--- config.mk ---
export PLATFORM = sky130hd
export DESIGN_NAME = dmux16_stream
export DESIGN_NICKNAME = d
export VERILOG_FILES = /design/src/rtl/dmux16_stream.sv
export SDC_FILE = /design/constraint.sdc
export NUM_CORES = 1
export LEC_CHECK = 0
export ABC_AREA = 1
export CORE_ASPECT_RATIO = 1.2
export CORE_MARGIN = 2
export CORE_UTILIZATION = 48
export DETAILED_ROUTE_END_ITERATION = 16
export HOLD_SLACK_MARGIN = 0.05
export PLACE_DENSITY = 0.78
export SYNTH_ARGS = -nofsm -noshare
export SYNTH_HDL_FRONTEND = slang
export SYNTH_SLANG_ARGS = --single-unit
--- constraint.sdc ---
create_clock -name clk -period 1.5 [get_ports clk]
set_input_delay 0.3 -clock clk [delete_from_list [all_inputs] [get_ports clk]]
set_output_delay 0.3 -clock clk [all_outputs]
set_load 0.005 [all_outputs]
--- src/rtl/dmux16_stream.sv ---
`default_nettype none
// ============================================================================
// Module      : dmux16_stream
// Description : 1-to-2 stream demultiplexer for 16-bit words. Each accepted
//               input word is steered by in_sel into a one-word register
//               slice on channel 0 or 1, each with a valid/ready handshake.
//               Per-channel accept counters give transfer visibility.
// Revision    : 1.0 - initial release
// ============================================================================
module dmux16_stream #(
  parameter int CNT_W = 16
) (
  input  logic             clk,
  input  logic             rst_n,
  input  logic [15:0]      in_data,
  input  logic             in_sel,
  input  logic             in_valid,
  output logic             in_ready,
  output logic [15:0]      out0_data,
  output logic             out0_valid,
  input  logic             out0_ready,
  output logic [15:0]      out1_data,
  output logic             out1_valid,
  input  logic             out1_ready,
  input  logic             clr_cnt,
  output logic [CNT_W-1:0] cnt0,
  output logic [CNT_W-1:0] cnt1
);

  typedef enum logic {
    S_EMPTY = 1'b0,
    S_FULL  = 1'b1
  } ch_state_t;

  ch_state_t        r_st0, r_st1;
  ch_state_t        w_nst0, w_nst1;
  logic [15:0]      r_data0, r_data1;
  logic [CNT_W-1:0] r_cnt0, r_cnt1;
  logic             w_ready;
  logic             w_acc0, w_acc1;

  // The selected slot can take a word when it is empty or is being drained
  // this cycle; the other channel plays no part in the decision.
  always_comb begin
    w_ready = 1'b1;
    if (in_sel) begin
      w_ready = (r_st1 == S_EMPTY) | out1_ready;
    end else begin
      w_ready = (r_st0 == S_EMPTY) | out0_ready;
    end
  end

  assign w_acc0 = in_valid & w_ready & ~in_sel;
  assign w_acc1 = in_valid & w_ready &  in_sel;

  // Next-state for both channel slots: accept fills, drain without refill empties.
  always_comb begin
    w_nst0 = r_st0;
    w_nst1 = r_st1;
    if (w_acc0) begin
      w_nst0 = S_FULL;
    end else if (r_st0 == S_FULL && out0_ready) begin
      w_nst0 = S_EMPTY;
    end
    if (w_acc1) begin
      w_nst1 = S_FULL;
    end else if (r_st1 == S_FULL && out1_ready) begin
      w_nst1 = S_EMPTY;
    end
  end

  // Channel state registers; reset discards any held word.
  always_ff @(posedge clk or negedge rst_n) begin
    if (!rst_n) begin
      r_st0 <= S_EMPTY;
      r_st1 <= S_EMPTY;
    end else begin
      r_st0 <= w_nst0;
      r_st1 <= w_nst1;
    end
  end

  // Data slots load only on an accept to their own channel.
  always_ff @(posedge clk or negedge rst_n) begin
    if (!rst_n) begin
      r_data0 <= 16'h0000;
      r_data1 <= 16'h0000;
    end else begin
      if (w_acc0) r_data0 <= in_data;
      if (w_acc1) r_data1 <= in_data;
    end
  end

  // Accept counters wrap naturally; a clear overrides a same-cycle increment.
  always_ff @(posedge clk or negedge rst_n) begin
    if (!rst_n) begin
      r_cnt0 <= '0;
      r_cnt1 <= '0;
    end else if (clr_cnt) begin
      r_cnt0 <= '0;
      r_cnt1 <= '0;
    end else begin
      if (w_acc0) r_cnt0 <= r_cnt0 + 1'b1;
      if (w_acc1) r_cnt1 <= r_cnt1 + 1'b1;
    end
  end

  assign in_ready   = w_ready;
  assign out0_data  = r_data0;
  assign out1_data  = r_data1;
  assign out0_valid = (r_st0 == S_FULL);
  assign out1_valid = (r_st1 == S_FULL);
  assign cnt0       = r_cnt0;
  assign cnt1       = r_cnt1;

endmodule
`default_nettype wire
After elaboration in Yosys (flattened, before gate mapping) --
Cells that the tools add are included.
Storage, ports and cells: register bits 66, bits in latches 0, memory bits (writable) 0, memory bits (read-only) 0, bits of input ports 23, output and inout port bits 67, memories kept 0
Operators by class: add/subtract/negate cells 2, multiply operators 0, divide/modulo/power cells 0, order comparisons 0, equal/unequal tests 0, shift operators 0, mux-type cells 9, bitwise operators 8, reductions and logical operators 6
Operators with widths (count):
- $mux W16 | 4
- $add A16 B1 Y16 const B | 2
- $reduce_bool A2 Y1 | 4
- $mux W1 | 5
- $and A1 B1 Y1 | 3
- $not A1 Y1 | 3
- $logic_and A1 B1 Y1 | 2
- $or A1 B1 Y1 | 2

Depth between registers and ports, before layout --
Gate-level depths: netlist (run 1).
depth after elaboration 7, depth in mapped cells 9, mapped depth without buffers 8

Least setup slack after synthesis (run 1) --
OpenSTA, ideal clock, no wires.
path type register -> register, start register r_cnt0[1], in the netlist cnt0[1], end register r_cnt0[4], in the netlist cnt0[4], data arrival time 1.103 ns, path slack 0.273 ns, stages on the path, launching flop included 7, buffers on the path 0, cells stage by stage dfrtp_1 ha_1 inv_1 nor2_1 inv_1 nor3b_1 nor3_1
Between the ends: word-level cells in the longest chain between the ends 3
Ends and longest elaborated chain:
- start: declaration | line 38 | logic [CNT_W-1:0] r_cnt0, r_cnt1;
- start signal: assignment | line 103 | if (w_acc0) r_cnt0 <= r_cnt0 + 1'b1;
- $add A16 B1 Y16 | line 103
- $mux W16 | line 103
- $mux W16 | line 99 | end else if (clr_cnt) begin
Every way passes these cells. The select of a mux whose other input is x is not followed. A chain may end at the register's enable or synchronous reset.

Final worst setup path (run 1) --
Ends and elaborated chain as after synthesis.

==> results of run 1 <==
==> flip-flops by register name, summed over array words and instances, names as in the netlist <==
| name | cells |
|---|---|
| cnt0 | 16 |
| cnt1 | 16 |
| out0_data | 16 |
| out0_valid | 1 |
| out1_data | 16 |
| out1_valid | 1 |
==> worst max-delay path: stages, from the launching register on <==
cell	delay [ns]
dfrtp_1	0.36
buf_4	0.14
ha_2	0.19
inv_1	0.07
nor2_2	0.16
inv_1	0.07
nor3b_1	0.21
nor3_1	0.08
==> per-layer routing <==
metal	up-vias	routed length, um	GRT usage, %
met5	-	0	0
met1	1421	3289	26.83
met2	102	3798	37.21
li1	1542	-	-
met3	11	532	6.757
met4	0	97	8.187
==> worst paths after layout <==
| check | endpoint | slack, ns | cells after the start |
|---|---|---|---|
| setup / recovery | cnt0[4]$_DFFE_PN0P_ | 0.09 | 7 |
| hold / removal | cnt0[15]$_DFFE_PN0P_ | 0.47 | 3 |
| setup reg to reg | cnt0[4]$_DFFE_PN0P_ | 0.09 | 7 |
| hold reg to reg | out1_data[0]$_DFFE_PN0P_ | 0.49 | 2 |
| max in group asynchronous | cnt1[3]$_DFFE_PN0P_ | 0.68 | 3 |
| min in group clk | out1_data[0]$_DFFE_PN0P_ | 0.49 | 2 |
==> report_power, final <==
group	internal, mW	total (mW)	switching, mW
sequential	1.93	2.01	0.0854
combinational	0.332	0.624	0.292
clock	0.950	1.68	0.733
total	3.21	4.32	1.11
==> final cells by class <==
cell class,count,area [um2]
Clock buffer,9,123.9
Clock inverter,7,102.6
Fill cell,527,1700
Inverter,52,195.2
Multi-Input combinational cell,271,1271
Sequential cell,66,1654
Tap cell,85,106.4
Timing Repair Buffer,136,1252
==> cell usage in the layout, fill, tap and decap left out, drive strengths merged <==
cell type,netlist,routed
nand4,12,12
clkbuf,6,10
nor2,52,52
o21bai,4,4
a31oi,1,1
dfrtp,66,66
o21ai,40,40
dlygate4sd3,0,1
ha,2,2
nor3b,2,2
nand3,16,16
nor3,11,11
clkdlybuf4s50,0,20
clkinvlp,0,1
dlymetal6s2s,0,10
nand2,121,121
a21oi,9,9
buf,6,47
o21a,1,1
inv,51,52
bufinv,0,2
clkinv,1,4
dlygate4sd2,0,57
==> cell families (layout without fill, tap and decap cells) <==
family,Yosys count,after routing,share of synthesized area (%)
compound gates,55,55,9.105
simple gates,214,214,29.92
fa+ha+maj,2,2,0.7882
flops,66,66,52.03
buf+inv,64,204,8.159
==> what timing repair did <==
action                                  in CTS  in global routing
cloned                                       0                  0
hold buffers                                 1                  0
resized for setup                           60                 16
hold endpoints to repair                    66                  0
buffers inserted                            30                  0
endpoints found under the setup margin      65                 15
==> out/summary.txt, run 1 <==
Routed WL per cell: 12.33 um
vias in the first global route: 2905
CP Launch Point: cnt0[1]$_DFFE_PN0P_
YS warnings: 0
Power Density: 918.0 nW/um2
most frequent cell after synthesis: nand2_1
Synth Flop Type: dfrtp_1
fmax: 0.7117 GHz
effective utilization at floorplan: 49.55%
Synth Register Bits: 66
Slew HR: 75.52%
fin crit period: 1.405 ns
Least-Margin Pin Slew: 0.3672 ns
Worst setup EP type: register
Startpoint Class: register
Syn-to-layout area delta: 48.25%
Final Instance Area: 4706 um2
grt ovf: 0
first-pass GRT wire length: 12.76 mm
post-synthesis sequential area ratio: 52.03%
RSZ-0062 raised after global routing: no
outcome: finished clean
All-Layer GR Usage: 22.14%
Max-cap violations: 0
hold slack: 0.4718 ns
layout cells sized above 1: 15.90%
largest net degree at the start of global routing: 67
VDD IR max: 0.6731 mV
Longest Clk Path Bufs: 2
cell taking the most area after synthesis: dfrtp_1
clock skew: 0.01101 ns
Boundary Pins: 90
Clock Pin Slew Worst Setup and Hold Paths: 0.08 ns
most instantiated cells after synthesis: 117 x nand2_1, 66 x dfrtp_1, 51 x inv_1
initial antenna violation count: 0
Die Width: 78.24 um
worst setup margin: 0.09482 ns
DIE HEIGHT: 93.08 um
Die Area: 7282 um2
Placement Setup Slack: -0.2463 ns
ranking of synthesized cells by area: dfrtp_1 52%, nand2_1 14%, o21ai_0 6.3%, inv_1 6.0%, nor2_1 5.3%
CP Max Fanout: 4
drt initial violations: 215
fraction of registers with async set/reset: 100.0%
Yosys cell types: 26
Port Buffers: 89
Vias/cell: 4.914
Setup TNS: 0 ns
Critical Path RT: 1.72 ns
Gate Count Post-Synth: 401
nets: 561
Synth top area share: 52.03%
Post-Route WL: 7.717 mm
Routed Antenna Nets: 0
DPL Wire Length: 5.234 mm
Syn Area/Cell: 7.916 um2
Worst R2R Start: cnt0[1]$_DFFE_PN0P_
kind of critical path: reg -> reg
final hold vios: 0
drt pass-1 iters: 5
CTS tree: built
H-tree levels: 3
Rows: 32
Clk Latency, worst-skew pair: 0.34 ns
total power: 4.320 mW
fin. max-slew vios: 0
crit path DAT: 1.62 ns
Clock Sinks: 66
Vias: 3076
Leak: 2.621 nW
DR DRC count: 0
placed cell area: 4285 um2
final cell count without fillers: 626
post-synthesis cell area: 3174 um2
post-layout util: 73.46%
n_diodes: 0
Post-synth EDFFs: 0
part of the cycle the worst path needs: 93.68%
Post-Syn Nets: 426
Final GP Congestion: 0.8933
Num CTS Buffers: 9
CTS root buffer: clkbuf_8
CORE AREA: 6406 um2
Worst Hold Class: in -> async
Setup Viol. Count Final: 0
Cells after DPL: 579
No activity file was read; power rests on OpenSTA's default activity.
==> inputs of run 2 (changes only) <==
--- a/config.mk
+++ b/config.mk
@@ -8,10 +8,11 @@
 export ABC_AREA = 1
 export CORE_ASPECT_RATIO = 1.2
 export CORE_MARGIN = 2
-export CORE_UTILIZATION = 48
+export CORE_UTILIZATION = 43
+export CTS_CLUSTER_DIAMETER = 50
 export DETAILED_ROUTE_END_ITERATION = 16
 export HOLD_SLACK_MARGIN = 0.05
-export PLACE_DENSITY = 0.78
+export PLACE_DENSITY = 0.74
 export SYNTH_ARGS = -nofsm -noshare
 export SYNTH_HDL_FRONTEND = slang
 export SYNTH_SLANG_ARGS = --single-unit
==> constraint.sdc (replaced) <==
create_clock -name clk -period 1.2 [get_ports clk]
set_input_delay 0.24 -clock clk [delete_from_list [all_inputs] [get_ports clk]]
set_output_delay 0.24 -clock clk [all_outputs]
set_load 0.005 [all_outputs]
==> run 2 against run 1 <==
  * The run now ends with negative setup slack left
  * Sequential share of layout area decreased by 3.3 points
  * Clock skew decreased by 0.0029 ns
  * Sequential power increased by 25%
  * Hold slack got worse by 0.025 ns
  * Sequential cell count unchanged
  * Combinational power increased by 56%
  * Via count increased by 14%
  * Critical endpoint is now cnt1[8]$_DFFE_PN0P_
  * Largest power group unchanged
==> out/summary.txt, run 2 (synthesized netlist as in run 1, its figures left out) <==
drt initial violations: 200 (-7.0%)
CP Max Fanout: 7 (+3)
Cell Chain, Critical Path: buf_6, nand2_4, buf_6, nand3_4, buf_4, nor3_4, nand2_1, nand2_1, nor2_1
Startpoint Class: register
Clock Sinks: 66 (unchanged)
vias in the first global route: 3312 (+14%)
Max-cap violations: 0 (unchanged)
Final Instance Area: 5204 um2 (+11%)
clock power share: 37.3% (-1.7 points)
Least-Margin Pin Slew: 0.3541 ns (-0.01307 ns)
clock skew: 0.008076 ns (-0.002938 ns)
Die Width: 82.43 um (+5.4%)
hold slack: 0.4469 ns (-0.02495 ns)
Die Area: 8088 um2 (+11%)
DPL Wire Length: 5.914 mm (+13%)
All-Layer GR Usage: 24.24% (+2.1 points)
Port Buffers: 89 (unchanged)
Placement Setup Slack: -0.4696 ns (-0.2233 ns)
DIE HEIGHT: 98.12 um (+5.4%)
kind of critical path: reg -> reg
switching part of the total: 26.50% (+0.79 points)
part of the cycle the worst path needs: 122.6% (+29 points)
drt pass-1 iters: 5 (unchanged)
Post-Route WL: 9.971 mm (+29%)
total power: 5.564 mW (+29%)
Num CTS Buffers: 9 (unchanged)
Vias: 3520 (+14%)
Boundary Pins: 90 (unchanged)
most common cell after layout, fill and taps aside: nand2_1
RSZ-0062 raised after global routing: yes
placed cell area: 4474 um2 (+4.4%)
fin crit period: 1.471 ns (+0.06589 ns)
Vias/cell: 5.109 (+4.0%)
first-pass GRT wire length: 15.17 mm (+19%)
largest net degree at the start of global routing: 67 (unchanged)
Worst setup EP type: register
Syn-to-layout area delta: 63.93%
fin. max-slew vios: 0 (unchanged)
final hold vios: 0 (unchanged)
outcome: finished with violations
Longest Clk Path Bufs: 2 (unchanged)
Final GP Congestion: 0.9011 (+0.87%)
n_diodes: 0 (unchanged)
Rows: 34 (+6.3%)
VDD IR max: 0.9113 mV (+35%)
layout cells sized above 1: 40.07% (+24 points)
buffers plus inverters on the worst setup path: 3 (unchanged)
CTS root buffer: clkbuf_8
CTS tree: built
delay-heaviest family, CP: simple AND/OR/NAND/NOR gates
Worst Hold Class: in -> async
Setup Viol. Count Final: 74 (+74)
Cell Int Power: 4.090 mW (+27%)
Max stage delay on crit path: 0.40 ns (+0.04 ns)
failing checks: negative setup slack
Clk Latency, worst-skew pair: 0.34 ns (about the same)
slowest stage cell, crit path: dfrtp_1
nets: 619 (+10%)
grt ovf: 0 (unchanged)
Leak: 2.665 nW (+1.6%)
H-tree levels: 3 (unchanged)
combinational fraction of design power: 17.5% (+3.0 points)
effective utilization at floorplan: 44.15% (-5.4 points)
Clock Pin Slew Worst Setup and Hold Paths: 0.08 ns (about the same)
crit path DAT: 1.70 ns (+0.08 ns)
Slew HR: 76.21% (+0.69 points)
Net Switching: 1.475 mW (+33%)
Power Density: 1069 nW/um2 (+16%)
DR DRC count: 0 (unchanged)
part of the power in registers: 45.2% (-1.4 points)
Routed Antenna Nets: 0 (unchanged)
worst setup margin: -0.2711 ns (-0.3659 ns)
initial antenna violation count: 0 (unchanged)
most frequent cells in the layout: 104 x nand2_1, 82 x buf_4, 63 x dfrtp_1
fmax: 0.6798 GHz (-4.5%)
CORE AREA: 7189 um2 (+12%)
Setup TNS: -9.795 ns (-9.795 ns)
Routed WL per cell: 14.47 um (+17%)
Critical Path RT: 1.43 ns (-0.29 ns)
==> run 2: cell count changes in the layout (fill, tap and decap cells not counted), sizes merged <==
cell,delta
buf,+80
clkbuf,+34
clkdlybuf4s15,+9
clkinvlp,+1
dlygate4sd2,-56
dlymetal6s2s,-10
inv,-1
nand3,+1
==> run 2: timing repair <==
action,4_1_cts,5_1_grt
cloned,1,1
endpoints found under the hold margin,66,0
setup buffers,40,19
hold buffers,1,0
pin swaps,16,11
setup endpoints to repair,117,112
gates resized for setup,240,79
==> run 2: path summary, 6_finish.rpt <==
check	depth (start not counted)	end	slack, ns	start
min in group clk	3	out1_data[13]$_DFFE_PN0P_	0.46	in_data[13]
max in group asynchronous	3	cnt1[3]$_DFFE_PN0P_	0.45	rst_n
max	9	cnt1[8]$_DFFE_PN0P_	-0.27	out1_valid$_DFFE_PN0P_
min	3	cnt0[1]$_DFFE_PN0P_	0.45	rst_n
min reg2reg	2	out0_data[15]$_DFFE_PN0P_	0.49	out0_data[15]$_DFFE_PN0P_
max reg2reg	9	cnt1[8]$_DFFE_PN0P_	-0.27	out1_valid$_DFFE_PN0P_
==> run 2: metal layers <==
metal | GRT usage [%] | up-vias | part of all wire (%)
li1 | - | 1657 | -
met1 | 29.82 | 1671 | 39
met2 | 40.07 | 163 | 51
met3 | 6.377 | 29 | 6.6
met4 | 9.103 | 0 | 2.8
met5 | 0 | - | 0
==> run 2: power by group through the flow <==
stage,Clock (mW),Combinational (mW),Sequential [mW]
global route,2.21,1.07,2.53
floorplan,0,0.240,2.57
finish,2.08,0.972,2.51
CTS,2.10,0.936,2.51
detailed placement,0,0.901,2.56
global placement,0,0.882,2.55
==> run 2: cell type report <==
class | count | area, um2
multi-input cells | 272 | 1478
clock buffers | 9 | 123.9
well taps | 90 | 112.6
inverters | 52 | 200.2
fillers | 541 | 1986
repair buffers | 193 | 1540
flip-flops and latches | 66 | 1655
clock inverters | 7 | 93.84
==> run 2: worst min-delay path: cells and delay by family <==
family,cells,cell delay [ns]
buf+inv,3,0.95
==> run 2: metrics by stage <==
stage	util [%]	cells
after floorplan	-	401
after global placement	62.23	614
after detailed placement	62.23	614
after CTS	70.74	670
after global routing	72.38	689
final	72.38	689
==> inputs of run 3 (changes only) <==
--- a/config.mk
+++ b/config.mk
@@ -12,7 +12,7 @@
 export CTS_CLUSTER_DIAMETER = 50
 export DETAILED_ROUTE_END_ITERATION = 16
 export HOLD_SLACK_MARGIN = 0.05
-export PLACE_DENSITY = 0.74
+export PLACE_DENSITY_LB_ADDON = 0.3
 export SYNTH_ARGS = -nofsm -noshare
 export SYNTH_HDL_FRONTEND = slang
 export SYNTH_SLANG_ARGS = --single-unit
==> constraint.sdc (replaced) <==
create_clock -name clk -period 1.2 [get_ports clk]
set_input_delay 0.24 -clock clk [delete_from_list [all_inputs] [get_ports clk]]
set_output_delay 0.24 -clock clk [all_outputs]
set_load 0.01 [all_outputs]
==> run 3 against run 2 <==
  * Clock skew rose by 0.0095 ns
  * Cell area rose by 2.9%
  * First-iteration DRC count fell by 4.0%
  * Clock power fell by 8%
  * The flow still finishes with violations (negative setup slack)
  * Clock-buffer cell count did not move
  * Cell count fell by 1.2%
  * Via count fell by 0.82%
  * Wire length rose by 7.0%
  * Critical path type unchanged
==> out/summary.txt, run 3 (synthesized netlist as in run 1, its figures left out) <==
crit path DAT: 1.71 ns (about the same)
Vias: 3491 (-0.82%)
Leak: 2.808 nW (+5.4%)
clock skew: 0.01759 ns (+0.009511 ns)
Startpoint Class: register
VDD IR max: 0.8636 mV (-5.2%)
Worst setup EP type: register
DR DRC count: 0 (unchanged)
Max-cap violations: 0 (unchanged)
grt ovf: 0 (unchanged)
CP Max Fanout: 3 (-4)
most frequent cells in the layout: 98 x nand2_1, 65 x dfrtp_1, 60 x buf_4
Least-Margin Pin Slew: 0.3607 ns (+0.006587 ns)
CTS root buffer: clkbuf_8
drt initial violations: 192 (-4.0%)
drt pass-1 iters: 5 (unchanged)
effective utilization at floorplan: 44.15% (unchanged)
kind of critical path: reg -> reg
Post-Route WL: 10.67 mm (+7.0%)
fin. max-slew vios: 0 (unchanged)
post-layout util: 74.45% (+2.1 points)
Die Area: 8088 um2 (unchanged)
first-pass GRT wire length: 15.79 mm (+4.1%)
Syn-to-layout area delta: 68.62%
# fillers: 513 (-5.2%)
H-tree levels: 3 (unchanged)
outcome: finished with violations
Longest Clk Path Bufs: 2 (unchanged)
Boundary Pins: 90 (unchanged)
CORE AREA: 7189 um2 (unchanged)
Setup Viol. Count Final: 61 (-18%)
Slew HR: 75.95% (-0.26 points)
n_diodes: 0 (unchanged)
Final GP Congestion: 0.8722 (-3.2%)
most common cell after layout, fill and taps aside: nand2_1
Clk Latency, worst-skew pair: 0.35 ns (about the same)
register area: 1653 um2 (-0.15%)
Clock Pin Slew Worst Setup and Hold Paths: 0.08 ns (about the same)
initial antenna violation count: 0 (unchanged)
All-Layer GR Usage: 24.99% (+0.75 points)
nets: 611 (-1.3%)
fmax: 0.6974 GHz (+2.6%)
Routed Antenna Nets: 0 (unchanged)
worst setup margin: -0.2340 ns (+0.03709 ns)
R2R Setup Slk: -0.23 ns (+0.04 ns)
Routed WL per cell: 15.66 um (+8.2%)
Rows: 34 (unchanged)
fin crit period: 1.434 ns (-0.03709 ns)
Power Density: 1013 nW/um2 (-5.3%)
area taken by multi-input logic gates: 1632 um2 (+10%)
Port Buffers: 89 (unchanged)
CTS tree: built
total power: 5.420 mW (-2.6%)
final hold vios: 0 (unchanged)
part of the cycle the worst path needs: 119.5% (-3.1 points)
Clock Sinks: 66 (unchanged)
Critical Path RT: 1.48 ns (+0.05 ns)
Worst Hold Class: in -> reg
vias in the first global route: 3516 (+6.2%)
largest net degree at the start of global routing: 67 (unchanged)
layout cells sized above 1: 44.67% (+4.6 points)
DIE HEIGHT: 98.12 um (unchanged)
RSZ-0062 raised after global routing: yes
Die Width: 82.43 um (unchanged)
failing checks: negative setup slack
DPL Wire Length: 5.724 mm (-3.2%)
Num CTS Buffers: 9 (unchanged)
Vias/cell: 5.126 (+0.34%)
==> run 3: cell types whose count changed in the layout (fill, tap and decap cells not counted), sizes merged <==
cell           delta
buf              +32
bufinv            -1
clkbuf           -32
clkdlybuf4s15     -8
clkdlybuf4s50     -1
clkinv            -2
clkinvlp          +2
dlymetal6s2s      +1
inv               +1
==> run 3: repair_timing <==
| item | 4_1_cts | 5_1_grt |
|---|---|---|
| hold buffers | 1 | 0 |
| pin swaps | 19 | 36 |
| cloned | 1 | 1 |
| setup endpoints to repair | 97 | 85 |
| gates resized for setup | 302 | 117 |
| setup buffers | 39 | 20 |
| hold endpoints to repair | 66 | 0 |
==> run 3: path summary, 6_finish.rpt <==
kind,startpoint,endpoint,cells after the start
max in group asynchronous,rst_n,cnt1[3]$_DFFE_PN0P_,3
setup / recovery,cnt1[7]$_DFFE_PN0P_,cnt1[13]$_DFFE_PN0P_,8
setup reg to reg,cnt1[7]$_DFFE_PN0P_,cnt1[13]$_DFFE_PN0P_,8
min in group asynchronous,rst_n,cnt0[6]$_DFFE_PN0P_,3
hold / removal,out0_ready,out0_valid$_DFFE_PN0P_,6
hold reg to reg,out0_data[1]$_DFFE_PN0P_,out0_data[1]$_DFFE_PN0P_,2
==> run 3: worst max-delay path, stage by stage, from the launching register on <==
cell and delay (ns):
dfrtp_1 0.38, buf_4 0.15, buf_4 0.12, nand4_1 0.16, nor3_2 0.17, nand2_1 0.14
nand2_1 0.11, nand2_1 0.06, nor2_1 0.08
==> run 3: per-stage QoR <==
step                setup TNS [ns]  cells  cell area [um2]  setup slack (ns)  hold slack (ns)
global placement            -22.27    608             4479           -0.5461           0.2883
finish                      -4.546    681             5353           -0.2340           0.3927
CTS                         -2.673    665             4867           -0.1196           0.4534
detailed placement          -24.82    608             4479           -0.5717           0.2892
floorplan                        0    401             3198          0.002545         -0.05559
global route                -8.059    681             5353           -0.2771           0.4267
==> run 3: where the power goes <==
part,internal (mW),switching [mW]
combinational,0.470,0.527
sequential,2.41,0.102
clock,0.951,0.960
total,3.83,1.59
==> run 3: area by class of cell <==
| class | count | area share, % |
|---|---|---|
| Clock buffer | 9 | 2.314 |
| Clock inverter | 7 | 1.309 |
| Inverter | 52 | 3.927 |
| Multi-Input combinational cell | 272 | 30.48 |
| Sequential cell | 66 | 30.88 |
| Tap cell | 90 | 2.104 |
| Timing Repair Buffer | 185 | 28.99 |
==> run 3: per-layer routing <==
metal | track usage, % | part of all wire, % | wire length [um] | vias up
met5 | 0 | 0 | 0 | -
met4 | 10.51 | 3.2 | 342 | 0
met3 | 7.579 | 7.1 | 755 | 34
met2 | 39.89 | 51 | 5419 | 139
met1 | 30.97 | 39 | 4149 | 1681
li1 | - | - | - | 1637
